===== src/rtl/ex_mem_skid_reg.sv =====
// rtl/ex_mem_skid_reg.sv - EX->MEM pipeline boundary register with 2-entry skid buffer
//
// Purpose:
//   Captures the EX stage results (ALU result, branch compare, PC, store data,
//   control word) into a head register that drives MEM directly, plus a skid
//   register that absorbs one extra instruction so MEM backpressure never
//   reaches EX combinationally. Handshake outputs decode only state flops.
//
// Optional feature:
//   EXMEM_PERF_CNT_EN - when defined, builds the stall and flush performance
//   counters; when undefined, perf_stall_cnt / perf_flush_cnt are tied to 0.
//
// Ports:
//   clk, rst          clock, asynchronous active-high reset
//   flush             synchronous kill of buffered entries and current input
//   ex_valid/ex_ready EX-side handshake (ex_ready = state != FULL)
//   ex_alu_out, ex_br_en, idex_pc, idex_rs2_out, idex_ctrl_word   input payload
//   mem_valid/mem_ready MEM-side handshake (mem_valid = state != EMPTY)
//   exmem_alu_out, exmem_br_en, exmem_pc, exmem_rs2_out, exmem_ctrl_word   head payload
//   perf_stall_cnt    cycles with mem_valid & !mem_ready
//   perf_flush_cnt    entries discarded by flush

module ex_mem_skid_reg #(
    parameter int XLEN   = 32,
    parameter int CTRL_W = 64
) (
    input  logic              clk,
    input  logic              rst,
    input  logic              flush,
    input  logic              ex_valid,
    output logic              ex_ready,
    input  logic [XLEN-1:0]   ex_alu_out,
    input  logic              ex_br_en,
    input  logic [XLEN-1:0]   idex_pc,
    input  logic [XLEN-1:0]   idex_rs2_out,
    input  logic [CTRL_W-1:0] idex_ctrl_word,
    output logic              mem_valid,
    input  logic              mem_ready,
    output logic [XLEN-1:0]   exmem_alu_out,
    output logic              exmem_br_en,
    output logic [XLEN-1:0]   exmem_pc,
    output logic [XLEN-1:0]   exmem_rs2_out,
    output logic [CTRL_W-1:0] exmem_ctrl_word,
    output logic [31:0]       perf_stall_cnt,
    output logic [31:0]       perf_flush_cnt
);

    localparam int PW = 3 * XLEN + 1 + CTRL_W;

    typedef enum logic [1:0] {
        EMPTY = 2'd0,
        ONE   = 2'd1,
        FULL  = 2'd2
    } state_t;

    state_t        state;
    logic [PW-1:0] head_q;
    logic [PW-1:0] skid_q;
    logic [PW-1:0] in_word;
    logic          push;
    logic          pop;

    assign in_word = {ex_alu_out, ex_br_en, idex_pc, idex_rs2_out, idex_ctrl_word};

    // Handshake outputs are pure decodes of the state register, so neither
    // side sees a combinational path from the other side's inputs.
    assign ex_ready  = (state != FULL);
    assign mem_valid = (state != EMPTY);

    assign push = ex_valid & ex_ready;
    assign pop  = mem_valid & mem_ready;

    // Head register feeds MEM with no output mux.
    assign {exmem_alu_out, exmem_br_en, exmem_pc, exmem_rs2_out, exmem_ctrl_word} = head_q;

    always_ff @(posedge clk or posedge rst) begin
        if (rst) begin
            state  <= EMPTY;
            head_q <= '0;
            skid_q <= '0;
        end else if (flush) begin
            // Payload left untouched; only occupancy is killed.
            state <= EMPTY;
        end else begin
            case (state)
                EMPTY: begin
                    if (push) begin
                        head_q <= in_word;
                        state  <= ONE;
                    end
                end
                ONE: begin
                    if (push && pop) begin
                        head_q <= in_word;
                    end else if (push) begin
                        skid_q <= in_word;
                        state  <= FULL;
                    end else if (pop) begin
                        state <= EMPTY;
                    end
                end
                FULL: begin
                    // ex_ready is low here, so no push can coincide.
                    if (pop) begin
                        head_q <= skid_q;
                        state  <= ONE;
                    end
                end
                default: state <= EMPTY;
            endcase
        end
    end

`ifdef EXMEM_PERF_CNT_EN
    logic [31:0] stall_cnt_q;
    logic [31:0] flush_cnt_q;
    logic [1:0]  occupancy;
    logic [1:0]  flush_drop;

    // An entry popped in the flush cycle was consumed by MEM, not discarded.
    always_comb begin
        occupancy  = 2'd0;
        if (state == FULL) begin
            occupancy = 2'd2;
        end else if (state == ONE) begin
            occupancy = 2'd1;
        end
        flush_drop = occupancy - {1'b0, pop};
    end

    always_ff @(posedge clk or posedge rst) begin
        if (rst) begin
            stall_cnt_q <= 32'h0;
            flush_cnt_q <= 32'h0;
        end else begin
            if (mem_valid && !mem_ready) begin
                stall_cnt_q <= stall_cnt_q + 32'd1;
            end
            if (flush) begin
                flush_cnt_q <= flush_cnt_q + {30'd0, flush_drop};
            end
        end
    end

    assign perf_stall_cnt = stall_cnt_q;
    assign perf_flush_cnt = flush_cnt_q;
`else
    assign perf_stall_cnt = 32'h0;
    assign perf_flush_cnt = 32'h0;
`endif

endmodule

===== config.mk =====
export PLATFORM = sky130hd
export DESIGN_NAME = ex_mem_skid_reg
export DESIGN_NICKNAME = d
export VERILOG_FILES = /design/src/rtl/ex_mem_skid_reg.sv
export SDC_FILE = /design/constraint.sdc
export NUM_CORES = 1
export LEC_CHECK = 0
export CORE_ASPECT_RATIO = 1.5
export CORE_UTILIZATION = 52
export DETAILED_ROUTE_END_ITERATION = 12
export GPL_ROUTABILITY_DRIVEN = 0
export HOLD_SLACK_MARGIN = 0.06
export PLACE_DENSITY = 0.93
export SLEW_MARGIN = 5
export SYNTH_ARGS = -nofsm -noshare
export SYNTH_HDL_FRONTEND = slang
export SYNTH_SLANG_ARGS = --single-unit

===== constraint.sdc =====
create_clock -name clk -period 17.1 [get_ports clk]
set_input_delay 2.565 -clock clk [delete_from_list [all_inputs] [get_ports clk]]
set_output_delay 2.565 -clock clk [all_outputs]
set_load 0.01 [all_outputs]

==> flow_summary_export.csv <==
group,metric,value,unit
worst_setup_path,crit_type,"in -> reg",
clocking,ctsResizeCount,0,
timing,post-route-min-period,5250,ps
hold_path,min-delay-start,"head_q[21]$_DFFE_PP0P_",
floorplan,core,27200,um^2
hold_path,min_path_type,"reg -> reg",
worst_setup_path,crit_path_end_kind,"register",
floorplan,dieWidth,138,um
timing,max_freq,190,MHz
worst_setup_path,r2r_setup_slack,13850,ps
clocking,cts.path.max_buffers,3,
hold_path,hold_path_end,"head_q[21]$_DFFE_PP0P_",
finish,drive_above_1_share,42.1,%
worst_setup_path,cp-start-kind,"input port",
worst_setup_path,ff2ff_path_depth,5,
floorplan,die_area,28400,um^2
clocking,htree_levels,1,
worst_setup_path,worstPathRequired,17530,ps
timing,setup_viol,0,
floorplan,rows,74,
timing,tightest_slew,1180,ps
finish,fin_area,18700,um^2
detailed_routing,via_count,8553,
detailed_routing,drc,0,
timing,hold_viol_final,0,
worst_setup_path,r2r_end,"head_q[42]$_DFFE_PP0P_",
finish,syn2layout_area_growth,30.0,%
detailed_routing,ant_nets,0,
global_routing,antenna_found_initial,3,
synthesis,ys.warnings.count,0,
worst_setup_path,arrival,5690,ps
global_routing,grt_max_degree,162,
synthesis,ys_types,22,
job,cap_violations,0,
detailed_routing,wl_per_cell,19.1,um
detailed_routing,routed_wl,31000,um
global_routing,grt_pass1_vias,9204,
finish,fill_cells,1811,
pwr,power.density,122,nW/um^2
clocking,cts_root_buffer,"clkbuf_16",
global_routing,gr-total-overflow,0,
timing,relSlewSlack,21.1,%
worst_setup_path,worstPathMaxFanout,84,
pwr,p_leak,7.95,nW
worst_setup_path,r2r_start,"state[0]$_DFFE_PP0P_",
clocking,clkSinkCount,324,
place,hpwl,20700,um
outcome,status,"completed",
floorplan,dieHeight,206,um
detailed_routing,viasPerCell,5.27,
global_routing,grt_first_pass_wirelength,47900,um
detailed_routing,drtPass1Iterations,4,
place,placed_cell_area,17700,um^2
synthesis,synth_cells,939,
floorplan,ios,393,
worst_setup_path,path_cells,"clkdlybuf4s50_1, nor4b_1, nand2_4, buf_4, mux2_2",
timing,finalClockSkew,6.11,ps
worst_setup_path,cp_slowest_cell,"nand2_4",
clocking,clkTransAtPathRegs,70,ps
global_routing,grt_use_total,21.7,%
timing,tns,0,ps
timing,report.final.slew_viol_count,0,
worst_setup_path,worst_path_dominant_cell_family,"simple AND/OR/NAND/NOR gates",
timing,hold-worst-slack,487,ps
clocking,post-cts-setup-buffers,0,
finish,fin_nets,1420,
clocking,cts_buffers,30,
detailed_routing,drt_iter0_drc,306,
floorplan,initial_core_util,53.0,%
synthesis,synth_seq_area_share,56.2,%
worst_setup_path,cp-startpoint,"flush",
worst_setup_path,critPathBufInv,2,
clocking,worstSkewPairLatency,560,ps
timing,rsz0062_at_grt,"no",
pwr,ir_drop,0.0973,mV
place,portBuffers,328,
clocking,cts_tree,"yes",
hold_path,whs_path_depth,1,
synthesis,netlist_area,14400,um^2
synthesis,ys_seq_elements,324,
worst_setup_path,cp.depth,5,
synthesis,syn_avg_cell_area,15.4,um^2
worst_setup_path,cp_slowest_stage_delay,690,ps
timing,fin_crit_sh,30.7,%
clocking,cts_hold_buf,0,
==> how the worst max path moves through the flow <==
| stage | to | slack, ps |
|---|---|---|
| CTS | skid_q[26]$_DFFE_PP0P_ | 11890 |
| global placement | skid_q[132]$_DFFE_PP0P_ | 11320 |
| global route | skid_q[26]$_DFFE_PP0P_ | 11690 |
| finish | skid_q[0]$_DFFE_PP0P_ | 11850 |
| detailed placement | skid_q[26]$_DFFE_PP0P_ | 11330 |
| floorplan | head_q[0]$_DFFE_PP0P_ | 5570 |
==> kinds of logic (layout without fill, tap and decap cells) <==
logic type      Yosys count  in the layout  synth area share (%)
simple gates              8              8                 0.365
mux                     484            484                  37.8
flops                   324            324                  56.2
other cells               1             68                0.0260
compound gates            4              4                 0.304
buf+inv                 118            393                  5.28
==> power breakdown <==
part	leakage, nW	internal (mW)	total (mW)	switching (mW)
Combinational	3.55	0.344	0.537	0.192
Clock	0.499	0.404	0.690	0.286
Sequential	3.90	0.959	1.06	0.101
==> synth_stat cells, drive strengths merged <==
master	n	share of area (%)
a21oi	1	0.035
buf	103	4.9
clkbuf	13	0.34
conb	1	0.026
dfrtp	324	56
inv	2	0.052
mux2	483	38
mux2i	1	0.069
nand2	2	0.052
nand4bb	1	0.078
nor2	1	0.026
nor2b	1	0.043
nor4b	1	0.061
o21ba	1	0.069
o31ai	2	0.20
or2	1	0.043
or3b	1	0.061
==> registers in the layout, summed over array words and instances (netlist names) <==
signal / flops
head_q: 161
state: 2
skid_q: 161
==> metal layers <==
metal  track usage (%)  part of all wire [%]  routed length, um
met3              4.78                   6.8               2100
met5                 0                     0                  0
met2              38.7                    53              16300
met4              11.0                   4.6               1430
met1              23.8                    36              11200
==> placed cells by master (no fill, tap or decap) <==
master	instances
a21oi_1	1
buf_12	1
buf_4	7
bufinv_16	4
clkbuf_1	6
clkbuf_16	31
clkbuf_8	3
clkdlybuf4s50_1	328
clkinv_2	8
clkinvlp_4	3
conb_1	64
dfrtp_1	324
diode_2	4
inv_1	1
inv_8	1
mux2_1	10
mux2_2	473
mux2i_1	1
nand2_1	1
nand2_4	1
nand4bb_1	1
nor2_1	1
nor2b_4	1
nor4b_1	1
o21ba_2	1
o31ai_1	1
o31ai_4	1
or2_2	1
or3b_2	1
==> stage by stage <==
step                      cells  total power, mW  worst slack (ps)  util, %
final                      1623             2.29             11850     68.8
after global routing       1622             2.39             11690     68.8
after CTS                  1619             2.31             11890     68.8
after detailed placement   1564             1.61             11330     65.0
after global placement     1564             1.58             11320     65.0
after floorplan            1002             1.34              5570        -
==> area by class of cell <==
class,count,area (um^2),share of cell area (%)
clock inverter,15,183,0.975
clock buffer,40,840,4.48
tap,342,428,2.28
timing repair buffer,336,3360,17.9
sequential,324,8110,43.3
antenna,4,10.0,0.0534
inverter,2,15.0,0.0801
multi-input combinational,560,5800,31.0
Note: power is estimated with default switching activity, not from simulation.
